$ cat src/rtl/radar_pkg.sv
// Shared types and default timing for the radar pulse-compression chain.
// Used by the pulse sequencer, the chirp generator and the FIR capture logic.
package radar_pkg;

   // Width of every frame/window counter in the chain.
   localparam int unsigned CNT_W = 16;

   // Default timing at 100 MHz: 50 us frame, 256-cycle chirp, 512-cycle receive window.
   localparam int unsigned DefPriCycles   = 5000;
   localparam int unsigned DefChirpLen    = 256;
   localparam int unsigned DefGuardCycles = 16;
   localparam int unsigned DefRxLen       = 512;

   // Sequencer states for one pulse repetition interval.
   typedef enum logic [2:0] {
      StIdle,
      StTx,
      StGuard,
      StRx,
      StDump,
      StWait
   } seq_state_e;

endpackage

$ cat src/rtl/radar_pulse_seq_pri_timer.sv
// Saturating frame (PRI) counter with synchronous clear.
// pri_last_o flags the final cycle of the frame; the count holds there until cleared.
module pri_timer #(
   parameter int unsigned PRI_CYCLES = radar_pkg::DefPriCycles,
   parameter int unsigned CNT_W      = radar_pkg::CNT_W
) (
   input  logic             clk,
   input  logic             rst,
   input  logic             clr_i,
   input  logic             en_i,
   output logic [CNT_W-1:0] pri_cnt_o,
   output logic             pri_last_o
);
   import radar_pkg::*;

   localparam logic [CNT_W-1:0] PriLast = CNT_W'(PRI_CYCLES - 1);

   logic [CNT_W-1:0] cnt_q, cnt_d;

   // Next count: clear wins, otherwise count up and stop at the last frame cycle.
   always_comb begin
      cnt_d = cnt_q;
      if (clr_i) begin
         cnt_d = '0;
      end else if (en_i && (cnt_q != PriLast)) begin
         cnt_d = cnt_q + 1'b1;
      end
   end

   // Counter register with synchronous reset.
   always_ff @(posedge clk) begin
      if (rst) begin
         cnt_q <= '0;
      end else begin
         cnt_q <= cnt_d;
      end
   end

   assign pri_cnt_o  = cnt_q;
   assign pri_last_o = (cnt_q == PriLast);

endmodule

$ cat src/rtl/radar_pulse_seq.sv
// Radar frame sequencer: transmit window, guard gap, receive window, result dump, then wait
// out the rest of the PRI. All outputs are registered decodes of the next state.
// Build option: define RADAR_PULSE_SEQ_DUMP_EN to enable the DUMP state, dump_req/dump_ack
// handshake and sticky overrun flag; without it RX goes straight to WAIT.
module radar_pulse_seq #(
   parameter int unsigned PRI_CYCLES   = radar_pkg::DefPriCycles,
   parameter int unsigned CHIRP_LEN    = radar_pkg::DefChirpLen,
   parameter int unsigned GUARD_CYCLES = radar_pkg::DefGuardCycles,
   parameter int unsigned RX_LEN       = radar_pkg::DefRxLen,
   parameter int unsigned CNT_W        = radar_pkg::CNT_W
) (
   input  logic             clk,
   input  logic             rst,
   input  logic             run,
   input  logic             dump_ack,
   output logic             chirp_start,
   output logic             chirp_en,
   output logic             dac_pd,
   output logic             fir_clear,
   output logic             fir_en,
   output logic             dump_req,
   output logic             busy,
   output logic             overrun,
   output logic [CNT_W-1:0] pulse_cnt
);
   import radar_pkg::*;

   // The whole TX/GUARD/RX sequence plus one decision cycle must fit inside a frame.
   if (PRI_CYCLES < CHIRP_LEN + GUARD_CYCLES + RX_LEN + 2) begin : g_bad_timing
      $fatal(1, "radar_pulse_seq: PRI_CYCLES too short for CHIRP_LEN+GUARD_CYCLES+RX_LEN+2");
   end

   localparam logic [CNT_W-1:0] ChirpLast = CNT_W'(CHIRP_LEN - 1);
   localparam logic [CNT_W-1:0] GuardLast = CNT_W'(GUARD_CYCLES - 1);
   localparam logic [CNT_W-1:0] RxLast    = CNT_W'(RX_LEN - 1);

   seq_state_e       state_q, state_d;
   logic [CNT_W-1:0] win_q, win_d;
   logic [CNT_W-1:0] pulse_cnt_q, pulse_cnt_d;
   logic             chirp_start_q, chirp_start_d;
   logic             chirp_en_q, chirp_en_d;
   logic             dac_pd_q, dac_pd_d;
   logic             fir_clear_q, fir_clear_d;
   logic             fir_en_q, fir_en_d;
   logic             busy_q, busy_d;
   logic             frame_start;
   logic [CNT_W-1:0] pri_cnt;
   logic             pri_last;

   pri_timer #(
      .PRI_CYCLES (PRI_CYCLES),
      .CNT_W      (CNT_W)
   ) u_pri_timer (
      .clk        (clk),
      .rst        (rst),
      .clr_i      (frame_start),
      .en_i       (state_q != StIdle),
      .pri_cnt_o  (pri_cnt),
      .pri_last_o (pri_last)
   );

   // Next state, window counter and next output values.
   always_comb begin
      state_d = state_q;
      win_d   = win_q + 1'b1;
      unique case (state_q)
         StIdle: begin
            win_d = '0;
            if (run) state_d = StTx;
         end
         StTx: begin
            if (win_q == ChirpLast) begin
               win_d   = '0;
               state_d = (GUARD_CYCLES == 0) ? StRx : StGuard;
            end
         end
         StGuard: begin
            if (win_q == GuardLast) begin
               win_d   = '0;
               state_d = StRx;
            end
         end
         StRx: begin
            if (win_q == RxLast) begin
               win_d = '0;
`ifdef RADAR_PULSE_SEQ_DUMP_EN
               state_d = StDump;
`else
               state_d = StWait;
`endif
            end
         end
`ifdef RADAR_PULSE_SEQ_DUMP_EN
         StDump: begin
            win_d = '0;
            // After an overrun the frame is already over, so skip WAIT entirely.
            if (dump_ack) begin
               if (pri_last) state_d = run ? StTx : StIdle;
               else          state_d = StWait;
            end
         end
`endif
         StWait: begin
            win_d = '0;
            if (pri_last) state_d = run ? StTx : StIdle;
         end
         default: begin
            win_d   = '0;
            state_d = StIdle;
         end
      endcase

      frame_start   = (state_d == StTx) && (state_q != StTx);
      chirp_start_d = frame_start;
      chirp_en_d    = (state_d == StTx);
      dac_pd_d      = (state_d == StIdle);
      // First cycle after TX: first GUARD cycle, or first RX cycle when there is no guard.
      fir_clear_d   = (state_q == StTx) && (state_d != StTx);
      fir_en_d      = (state_d == StRx);
      busy_d        = (state_d != StIdle);
      pulse_cnt_d   = frame_start ? pulse_cnt_q + 1'b1 : pulse_cnt_q;
   end

   // State, window counter and registered outputs.
   always_ff @(posedge clk) begin
      if (rst) begin
         state_q       <= StIdle;
         win_q         <= '0;
         pulse_cnt_q   <= '0;
         chirp_start_q <= 1'b0;
         chirp_en_q    <= 1'b0;
         dac_pd_q      <= 1'b1;
         fir_clear_q   <= 1'b0;
         fir_en_q      <= 1'b0;
         busy_q        <= 1'b0;
      end else begin
         state_q       <= state_d;
         win_q         <= win_d;
         pulse_cnt_q   <= pulse_cnt_d;
         chirp_start_q <= chirp_start_d;
         chirp_en_q    <= chirp_en_d;
         dac_pd_q      <= dac_pd_d;
         fir_clear_q   <= fir_clear_d;
         fir_en_q      <= fir_en_d;
         busy_q        <= busy_d;
      end
   end

`ifdef RADAR_PULSE_SEQ_DUMP_EN
   localparam logic [CNT_W-1:0] PriPenult = CNT_W'(PRI_CYCLES - 2);

   logic dump_req_q, dump_req_d;
   logic overrun_q, overrun_d;

   // Overrun arms when DUMP is still active as the frame counter reaches its last cycle.
   always_comb begin
      dump_req_d = (state_d == StDump);
      overrun_d  = overrun_q | ((state_d == StDump) && (pri_cnt >= PriPenult));
   end

   // Dump handshake and sticky overrun registers.
   always_ff @(posedge clk) begin
      if (rst) begin
         dump_req_q <= 1'b0;
         overrun_q  <= 1'b0;
      end else begin
         dump_req_q <= dump_req_d;
         overrun_q  <= overrun_d;
      end
   end

   assign dump_req = dump_req_q;
   assign overrun  = overrun_q;
`else
   logic unused_sig;
   assign unused_sig = dump_ack ^ (^pri_cnt);
   assign dump_req   = 1'b0;
   assign overrun    = 1'b0;
`endif

   assign chirp_start = chirp_start_q;
   assign chirp_en    = chirp_en_q;
   assign dac_pd      = dac_pd_q;
   assign fir_clear   = fir_clear_q;
   assign fir_en      = fir_en_q;
   assign busy        = busy_q;
   assign pulse_cnt   = pulse_cnt_q;

endmodule
$ cat config.mk
export PLATFORM = sky130hd
export DESIGN_NAME = radar_pulse_seq
export DESIGN_NICKNAME = d
export VERILOG_FILES = /design/src/rtl/radar_pkg.sv /design/src/rtl/radar_pulse_seq_pri_timer.sv /design/src/rtl/radar_pulse_seq.sv
export SDC_FILE = /design/constraint.sdc
export NUM_CORES = 1
export LEC_CHECK = 0
export ABC_AREA = 1
export BUFFER_PORTS_ARGS = -buffer_cell sky130_fd_sc_hd__buf_2
export CAP_MARGIN = 40
export CORE_ASPECT_RATIO = 1.2
export CORE_UTILIZATION = 46
export DETAILED_ROUTE_END_ITERATION = 10
export GPL_ROUTABILITY_DRIVEN = 0
export HOLD_SLACK_MARGIN = 0.02
export PLACE_DENSITY = 0.75
export SLEW_MARGIN = 10
export SYNTH_ARGS = -nofsm -noshare
export SYNTH_HDL_FRONTEND = slang
export SYNTH_SLANG_ARGS = --single-unit
$ cat constraint.sdc
create_clock -name clk -period 2.7 [get_ports clk]
set_clock_uncertainty 0.05 [all_clocks]
set_input_delay 0.54 -clock clk [delete_from_list [all_inputs] [get_ports clk]]
set_output_delay 0.54 -clock clk [all_outputs]
set_load 0.05 [all_outputs]
Yosys cells after proc, flatten, opt, wreduce, memory -nomap -nowiden --
Index checks and enable logic that the tools add are counted.
Operators by class: $add $sub $neg 3, equality and inequality tests 13, mux-type cells 11, reductions and logical operators 8
Operators by type and width (number):
- adder 16 x 1 -> 16 bit, second input constant | 3
- two-way mux 16 bit | 3
- one-hot mux 16 bit (3 select lines) | 1
- == test 16 x 13 -> 1 bit, second input constant | 1
- == test 16 x 4 -> 1 bit, second input constant | 1
- == test 16 x 8 -> 1 bit, second input constant | 1
- == test 16 x 9 -> 1 bit, second input constant | 1
- inequality test 16 x 13 -> 1 bit, second input constant | 1
- two-way mux 3 bit | 5
- one-hot mux 3 bit (5 select lines) | 1
- == test 3 x 2 -> 1 bit, second input constant | 3
- == test 3 x 1 -> 1 bit, second input constant | 2
- logical NOT 3 bit | 2
- inequality test 3 x 1 -> 1 bit, second input constant | 2
- nonzero test 3 bit | 2
- == test 3 bit, second input constant | 1
- logical AND 1 bit | 3
- OR reduction 2 bit | 1
- two-way mux 1 bit | 1
Word-level totals: register bits 57, input bits 4, output and inout bits 24

Longest topological paths before layout --
Gate-level depths: netlist of run 1.
word-level depth 6, mapped depth 14

Modules after synthesis --
From an unflattened synthesis of run 1, not the netlist that was laid out.
Second synthesis, totals: cells, all modules 483, area total of the unflattened synthesis 3296.9 sq um
By module, submodules not included:
- radar_pulse_seq | instances 1, cells each 296, area each 2183.3 sq um
- pri_timer | instances 1, cells each 187, area each 1113.6 sq um

Worst setup path before layout of run 1 --
OpenSTA, ideal clock, no wires.
path type reg-to-reg, start point reg pulse_cnt_q[1], in the netlist pulse_cnt[1], end point reg pulse_cnt_q[10], in the netlist pulse_cnt[10], arrival 1772 ps, required time 2540 ps, path slack 768 ps, cell stages (with the launch flop) 9, path buffers 0, period minus slack after synthesis 1932 ps, cell sequence dfxtp_1 -> ha_1 -> nand3_1 -> nor3_1 -> nand2_1 -> nor3_1 -> nand4_1 -> nand2_1 -> nor2_1
On the way: cells in the longest elaborated chain, start to end 1
Ends and longest elaborated chain:
- start: declaration | line radar_pulse_seq.sv:39 | logic [CNT_W-1:0] pulse_cnt_q, pulse_cnt_d;
- start signal: assignment | line radar_pulse_seq.sv:139 | pulse_cnt_q <= pulse_cnt_d;
- adder 16 x 1 -> 16 bit | line radar_pulse_seq.sv:121 | pulse_cnt_d = frame_start ? pulse_cnt_q + 1'b1 : pulse_cnt_q;
No other way between the ends. A chain may end at the register's enable or synchronous reset.

Worst setup path in the final report of run 1 --
start point reg state_q[1], end point reg win_q[12]
On the way: cells in the longest elaborated chain, start to end 2, elaborated cells between the ends (all ways) 4, classes of those cells eq/ne: 3; mux: 1
Ends and longest elaborated chain:
- start: declaration | line radar_pulse_seq.sv:37 | seq_state_e state_q, state_d;
- start signal: assignment | line radar_pulse_seq.sv:127 | state_q <= StIdle;
- start signal: assignment | line radar_pulse_seq.sv:137 | state_q <= state_d;
- == test 3 x 2 -> 1 bit / == test 3 x 1 -> 1 bit (equally long branches) | line radar_pulse_seq.sv:66 | unique case (state_q)
- one-hot mux 16 bit (3 select lines) * | line radar_pulse_seq.sv:66
- end signal: assignment | line radar_pulse_seq.sv:138 | win_q <= win_d;
- end: declaration | line radar_pulse_seq.sv:38 | logic [CNT_W-1:0] win_q, win_d;
Every way passes the cells marked *; elsewhere a longest branch is shown, timed or not.

==> results of run 1 <==
synthesized netlist by cell type, types with 3 or more instances:
library cell / n
nor2_4: 3
nand2_2: 5
inv_2: 4
o21ai_0: 8
a21oi_2: 6
buf_6: 3
buf_4: 4
a21oi_1: 13
nand2_1: 100
nor3_1: 17
nor2_2: 6
nor2_1: 65
clkbuf_1: 3
xnor2_1: 6
nand3_2: 4
nand4_1: 21
ha_1: 3
inv_1: 65
xor2_1: 9
dfxtp_1: 57
nand3_1: 37
per-layer routing:
layer / vias to the layer above / global-route usage [%]
li1: 1497 / -
met1: 1265 / 22.07
met2: 49 / 34.73
met3: 7 / 4.926
met4: 0 / 10.22
met5: - / 0
worst paths after layout:
path              startpoint        end  slack, ns  cells after the start
setup / recovery  state_q[1]  win_q[12]       0.61                      9
hold / removal      win_q[0]   win_q[0]       0.40                      1
setup reg to reg  state_q[1]  win_q[12]       0.61                      9
hold reg to reg     win_q[0]   win_q[0]       0.40                      1
cell type report:
cell class	instances	area [µm²]
clock buffer	11	151.4
clock inverter	5	77.57
timing repair buffer	26	135.1
fill	648	2984
multi-input combinational	318	1628
tap	85	106.4
inverter	70	262.8
sequential	57	1141
per-stage QoR:
| stage | setup WS [ns] | std cells |
|---|---|---|
| after global routing | 0.4234 | 572 |
| after global placement | 0.6572 | 556 |
| final | 0.6144 | 572 |
| after floorplan | 0.7675 | 457 |
| after detailed placement | 0.6231 | 556 |
| after CTS | 0.5987 | 572 |
worst reg2reg max path, stage by stage, from the launching register on:
cell and delay [ns]:
dfxtp_1 0.31, inv_1 0.06, nand2_1 0.08, nor2_2 0.31, inv_1 0.20, a21oi_1 0.18, nand2_1 0.31, inv_1 0.25
o21ai_0 0.13, a21oi_1 0.13
cell families (layout without fill, tap and decap cells):
kind of cell / count (synthesis) / count (layout)
AND/OR/NAND/NOR: 268 / 268
adder cells (fa/ha/maj): 3 / 3
flip-flops: 57 / 57
other: 1 / 2
XOR/XNOR: 15 / 15
AO/OA/AOI/OAI: 30 / 30
buffers and inverters: 82 / 112
power breakdown:
part | internal, mW | switching [mW] | leakage [nW]
Clock | 0.566 | 0.345 | 0.115
Combinational | 0.0277 | 0.108 | 0.910
Sequential | 0.853 | 0.00766 | 0.461
Total | 1.45 | 0.461 | 1.49
state kept, by name, summed over array words and instances (netlist names):
signal and cells:
busy 1, chirp_en 1, chirp_start 1, dac_pd 1
fir_clear 1, fir_en 1, pulse_cnt 16, state_q 3
u_pri_timer.pri_cnt_o 16, win_q 16
==> key figures, run 1 <==
Outcome
  • Status: complete, no violations

Synthesis
  • Ys async rst share: 0%
  • Multiplexer share of the synthesized area: 0%
  • Post-synth top area share: 36.48%
  • Top FF cell, synth: dfxtp_1
  • Compound-Gate Fraction of Synth Area: 5.720%
  • Yosys synthesis warning count: 0
  • Xor and xnor area share after synthesis: 4.200%
  • Largest family of logic cells by synthesized area: simple AND/OR/NAND/NOR gates
  • Post-synth EDFFs: 0
  • Mapped Avg Cell Area: 6.860 µm²
  • Cells after Synth: 456
  • Largest area contributor in the netlist: dfxtp_1
  • Synth Area in Simple Gates: 40.68%
  • Top cells by area, synth: dfxtp_1 36%, nand2_1 12%, inv_1 7.8%
  • Synth cell types: 35
  • Share of the yosys chip area belonging to registers: 36.48%
  • Synth Area in Adders: 1.200%
  • Flops & latches, synth: 57
  • Mapped Area: 0.003128 mm²

Worst setup path
  • Crit Path Max Fanout: 13
  • Most common cell type on the critical path: inv_1
  • CP bufs+invs: 3
  • Startpoint types: flip-flop
  • Crit Path Class: flip-flop to flip-flop
  • CP endpoint kind: flip-flop
  • CP cell instances: inv_1, nand2_1, nor2_2, inv_1, a21oi_1, nand2_1, inv_1, o21ai_0, a21oi_1
  • Worst EP required: 2.92 ns
  • Delay-heaviest family, CP: simple AND/OR/NAND/NOR gates
  • CP max stage cell: dfxtp_1
  • CP peak stage delay: 0.31 ns
  • Critical Path AT: 2.30 ns

Detailed routing
  • Routed wl met2: 3207 µm
  • Vias: 2818
  • Highest routed metal layer: met4
  • Vias/cell: 4.927
  • Drt wl/cell: 11.16 µm
  • Wire length on met3: 234 µm
  • DR iter-0 viols: 123
  • DRT Wirelength: 6383 µm
  • DR pass1 iterations: 5
  • Final ANT Viol Nets: 0
  • Residual DRC: 0
  • WL met1: 2864 µm

Place
  • DP Area: 0.003273 mm²
  • DP HPWL: 4770 µm
  • IO Port Bufs: 24

Clock network
  • # H-tree levels: 3
  • Worst-path clk slew: 0.07 ns
  • TritonCTS clock tree: yes
  • Post-CTS setup buffers: 0
  • CTS buffer count: 9
  • Post_cts resized: 0
  • Clock Tree Buf Depth: 2
  • Clock Sink Count: 57
  • Root buf cell: clkbuf_8
  • Post-CTS Hold Fix Bufs: 0
  • Clock Latency Late Sink: 0.34 ns

Min path
  • Worst min path class: flip-flop to flip-flop

Layout
  • Antenna diodes: 0
  • Nets: 489
  • Most frequent cells in the layout: 100 x nand2_1, 65 x inv_1, 65 x nor2_1, 57 x dfxtp_1, 37 x nand3_1
  • Leading cell type in the layout, fill and taps excluded: nand2_1
  • Ratio of cells with drive above 1 in the final layout: 15.40%
  • Post-route cell area: 0.003502 mm²
  • Layout area overhead: 11.96%
  • Post-layout util: 53.99%

Floorplan
  • Die H: 92.33 µm
  • Width of the die: 77.28 µm
  • Initial core utilization: 48.23%
  • Core ar.: 0.006486 mm²
  • Die Footprint: 0.007135 mm²
  • Row count: 32
  • # IOs: 28

Power and ir drop
  • Pleak: 1.486 nW
  • PnR Total Power: 1.908 mW
  • Worst vdd ir: 0.3100 mV
  • PD cells: 544.8 mW/mm²

STA
  • Tmin final: 2.086 ns
  • Max Freq: 0.4795 GHz
  • Final worst-path cycle share: 77.25%
  • Setup TNS: 0 ns
  • Max Slew Vio Count: 0
  • RSZ-0062 raised after global routing: no
  • WHS: 0.4040 ns
  • Final hold violation count: 0
  • Final setup viols: 0

GRT
  • Congestion Overflow GR: 0
  • Antenna violations before repair: 0
  • GR Util All Layers: 19.84%
  • First-pass GRT wire length: 11260 µm
  • Number of global-route vias before repair: 2669
  • Largest net degree at the start of global routing: 17

Flow run
  • Max Cap Violations: 0
Power figures use the tool's default switching activity.
==> run 2: changes to the inputs <==
- ABC_AREA: 1 -> 0
- PLACE_DENSITY: 0.75 -> 0.78
- clock period: 2.7 -> 1.9 ns (I/O delays scaled with it)
==> run 2 against run 1 <==
  * The run now ends with setup timing left
  * Total power increased by 58%
  * Utilization increased by 25 points
  * First-iteration DRC count increased to 4.2 times the previous value
  * Clock-buffer cell count increased by 1
  * Synthesized cell count is 29% lower
  * Sequential cell count did not move
  * Highest routed layer unchanged
  * Die area fell by 9.4%
  * Register-to-register slack worse by 1.0 ns
==> key figures, run 2 <==
Synthesis
  • Flops & latches, synth: 57 (unchanged)
  • Most common cell in the synthesized netlist: dfxtp_1
  • Yosys synthesis warning count: 0 (unchanged)
  • Cells after Synth: 323 (-29%)
  • Commonest cells post-synth: 57 x dfxtp_1, 24 x nor2_1, 22 x nor3_1
  • Ys async rst share: 0% (unchanged)
  • Post-synth top area share: 40.37% (+3.9 points)
  • Share of the yosys chip area belonging to registers: 40.37% (+3.9 points)
  • Largest area contributor in the netlist: dfxtp_1
  • Mapped Area: 0.002826 mm² (-9.6%)
  • Post-synth EDFFs: 0 (unchanged)
  • Synth cell types: 54 (+54%)
  • Top FF cell, synth: dfxtp_1
  • Mapped Avg Cell Area: 8.751 µm² (+28%)
  • Top cells by area, synth: dfxtp_1 40%, xnor2_1 5.6%, nor3_1 3.9%

Layout
  • Layout fillers: 295 (-54%)
  • Most frequent cells in the layout: 67 x buf_4, 47 x dfxtp_1, 24 x buf_2, 20 x nor2_1, 17 x xnor2_1
  • Layout area overhead: 61.31%
  • Leading cell type in the layout, fill and taps excluded: buf_4
  • Nets: 438 (-10%)
  • Ratio of cells with drive above 1 in the final layout: 49.31% (+34 points)
  • Antenna diodes: 0 (unchanged)
  • Post-route insts no fill: 516 (-9.8%)

Place
  • Inst Count DP: 472 (-15%)
  • DP HPWL: 4837 µm (+1.4%)
  • IO Port Bufs: 24 (unchanged)

Worst setup path
  • Crit Path Class: flip-flop to flip-flop
  • Reg2reg setup slack: -0.42 ns (-1.03 ns)
  • Critical Path AT: 2.51 ns (+0.21 ns)
  • Crit Path Max Fanout: 6 (-7)
  • Startpoint types: flip-flop
  • Reg2reg end: pulse_cnt[14]
  • CP endpoint kind: flip-flop
  • R2R Path Start: u_pri_timer.pri_cnt_o[3]
  • Worst R2R Path Depth: 7 (-2)
  • Worst EP required: 2.09 ns (-0.83 ns)

Detailed routing
  • Drt wl/cell: 22.79 µm (+100%)
  • Vias: 3421 (+21%)
  • Residual DRC: 0 (unchanged)
  • Final ANT Viol Nets: 0 (unchanged)
  • DRT Wirelength: 11760 µm (+84%)
  • DR pass1 iterations: 6 (+1)
  • Vias/cell: 6.630 (+35%)
  • DR iter-0 viols: 516 (+320%)

Min path
  • Hold Crit Depth: 2 (+1)
  • Worst min path class: flip-flop to flip-flop
  • Hold Crit Start: pulse_cnt[15]
  • Hold endpoint: pulse_cnt[15]

Clock network
  • Post-CTS Hold Fix Bufs: 0 (unchanged)
  • TritonCTS clock tree: yes
  • CTS buffer count: 9 (unchanged)
  • Worst-path clk slew: 0.07 ns (about the same)
  • Clock Latency Late Sink: 0.36 ns (+0.02 ns)
  • Clock Sink Count: 57 (unchanged)
  • # H-tree levels: 3 (unchanged)
  • Root buf cell: clkbuf_8
  • Clock Tree Buf Depth: 2 (unchanged)

STA
  • Max_slew headroom: 51.15%
  • Tmin final: 2.318 ns (+0.2320 ns)
  • Max Freq: 0.4315 GHz (-10%)
  • Final hold violation count: 0 (unchanged)
  • Final worst-path cycle share: 122.0% (+45 points)
  • Max Slew Vio Count: 0 (unchanged)
  • Setup TNS: -14.84 ns (-14.84 ns)
  • RSZ-0062 raised after global routing: yes
  • Slew @ Worst Pin: 0.7327 ns
  • Setup WS post-layout: -0.4177 ns (-1.032 ns)
  • Final setup viols: 56 (+56)

Floorplan
  • Die Footprint: 0.006463 mm² (-9.4%)
  • Initial core utilization: 48.90% (+0.67 points)
  • # IOs: 28 (unchanged)
  • Width of the die: 73.56 µm (-4.8%)
  • Row count: 30 (-6.3%)
  • Die H: 87.87 µm (-4.8%)
  • Core ar.: 0.005781 mm² (-11%)

GRT
  • Number of global-route vias before repair: 2982 (+12%)
  • Largest net degree at the start of global routing: 22 (+5)
  • GR Util All Layers: 28.96% (+9.1 points)
  • First-pass GRT wire length: 13970 µm (+24%)
  • Congestion Overflow GR: 0 (unchanged)
  • Antenna violations before repair: 0 (unchanged)

Outcome
  • Failing checks: setup timing
  • Status: finished, violations left

Power and ir drop
  • Pleak: 1.661 nW (+12%)
  • Worst vdd ir: 0.7302 mV (+140%)
  • PD cells: 661.7 mW/mm² (+21%)

Flow run
  • Max Cap Violations: 0 (unchanged)
run 2: worst max-delay path: stages, from the launching register on:
cell,delay [ns]
dfxtp_4,0.37
buf_6,0.12
or4_4,0.49
nor4_4,0.33
buf_4,0.17
nand3b_1,0.17
nor4bb_2,0.24
mux2_2,0.27
run 2: layout make-up:
class	count	area [µm²]	share of cell area, %
multi-input combinational	242	2051	44.98
sequential	57	1156	25.36
timing repair buffer	115	975.9	21.41
clock buffer	12	155.1	3.403
tap	80	100.1	2.195
clock inverter	4	98.84	2.168
inverter	6	22.52	0.4940
run 2: how the worst max path moves through the flow:
stage,start,end,slack (ns),depth (start not counted)
after floorplan,win_q[10],fir_clear,-0.29,5
after global placement,win_q[10],dac_pd,-0.30,5
after detailed placement,win_q[10],dac_pd,-0.35,5
after CTS,win_q[10],fir_clear,-0.33,5
after global routing,u_pri_timer.pri_cnt_o[6],u_pri_timer.pri_cnt_o[11],-0.74,6
final,u_pri_timer.pri_cnt_o[3],pulse_cnt[14],-0.42,7
run 2: cells by family (layout without fill, tap and decap cells):
logic type / Yosys count / in the layout / synth area share (%)
other cells: 1 / 2 / 0.1327
mux: 1 / 1 / 0.3984
compound gates: 57 / 57 / 13.59
flops: 57 / 57 / 40.37
xor+xnor: 29 / 29 / 8.986
buf+inv: 25 / 137 / 3.807
fa+ha+maj: 3 / 3 / 1.328
simple gates: 150 / 150 / 31.39
run 2: routing by layer:
layer	vias up	routed length (µm)	share of wire, %	track usage [%]
met3	106	1148	9.8	9.551
met1	1576	4073	35	29.89
met4	0	891	7.6	18.53
met2	321	5645	48	49.96
li1	1418	-	-	-
met5	-	0	0	0
run 2: power breakdown:
part / switching, mW / internal [mW] / total, mW
sequential: 0.0126 / 1.21 / 1.22
combinational: 0.203 / 0.121 / 0.324
clock: 0.524 / 0.946 / 1.47
total: 0.740 / 2.28 / 3.02
run 2: stage by stage:
stage               hold slack (ns)  total power [mW]  worst slack, ns  instance area [µm²]  utilization, %
finish                       0.4772             3.017          -0.4177                 4559           78.87
floorplan                    0.3932             1.404          -0.2873                 2963               -
CTS                          0.4015             2.943          -0.3251                 4145           71.71
global route                 0.4630             3.095          -0.7398                 4559           78.87
global placement             0.4147             1.474          -0.3046                 3568           61.73
detailed placement           0.4306             1.478          -0.3503                 3568           61.73
run 2: repair_timing:
item | in CTS | in global routing
resized for setup | 35 | 59
setup endpoints to repair | 52 | 56
cloned | 1 | 1
pin swaps | 36 | 38
setup buffers | 17 | 11
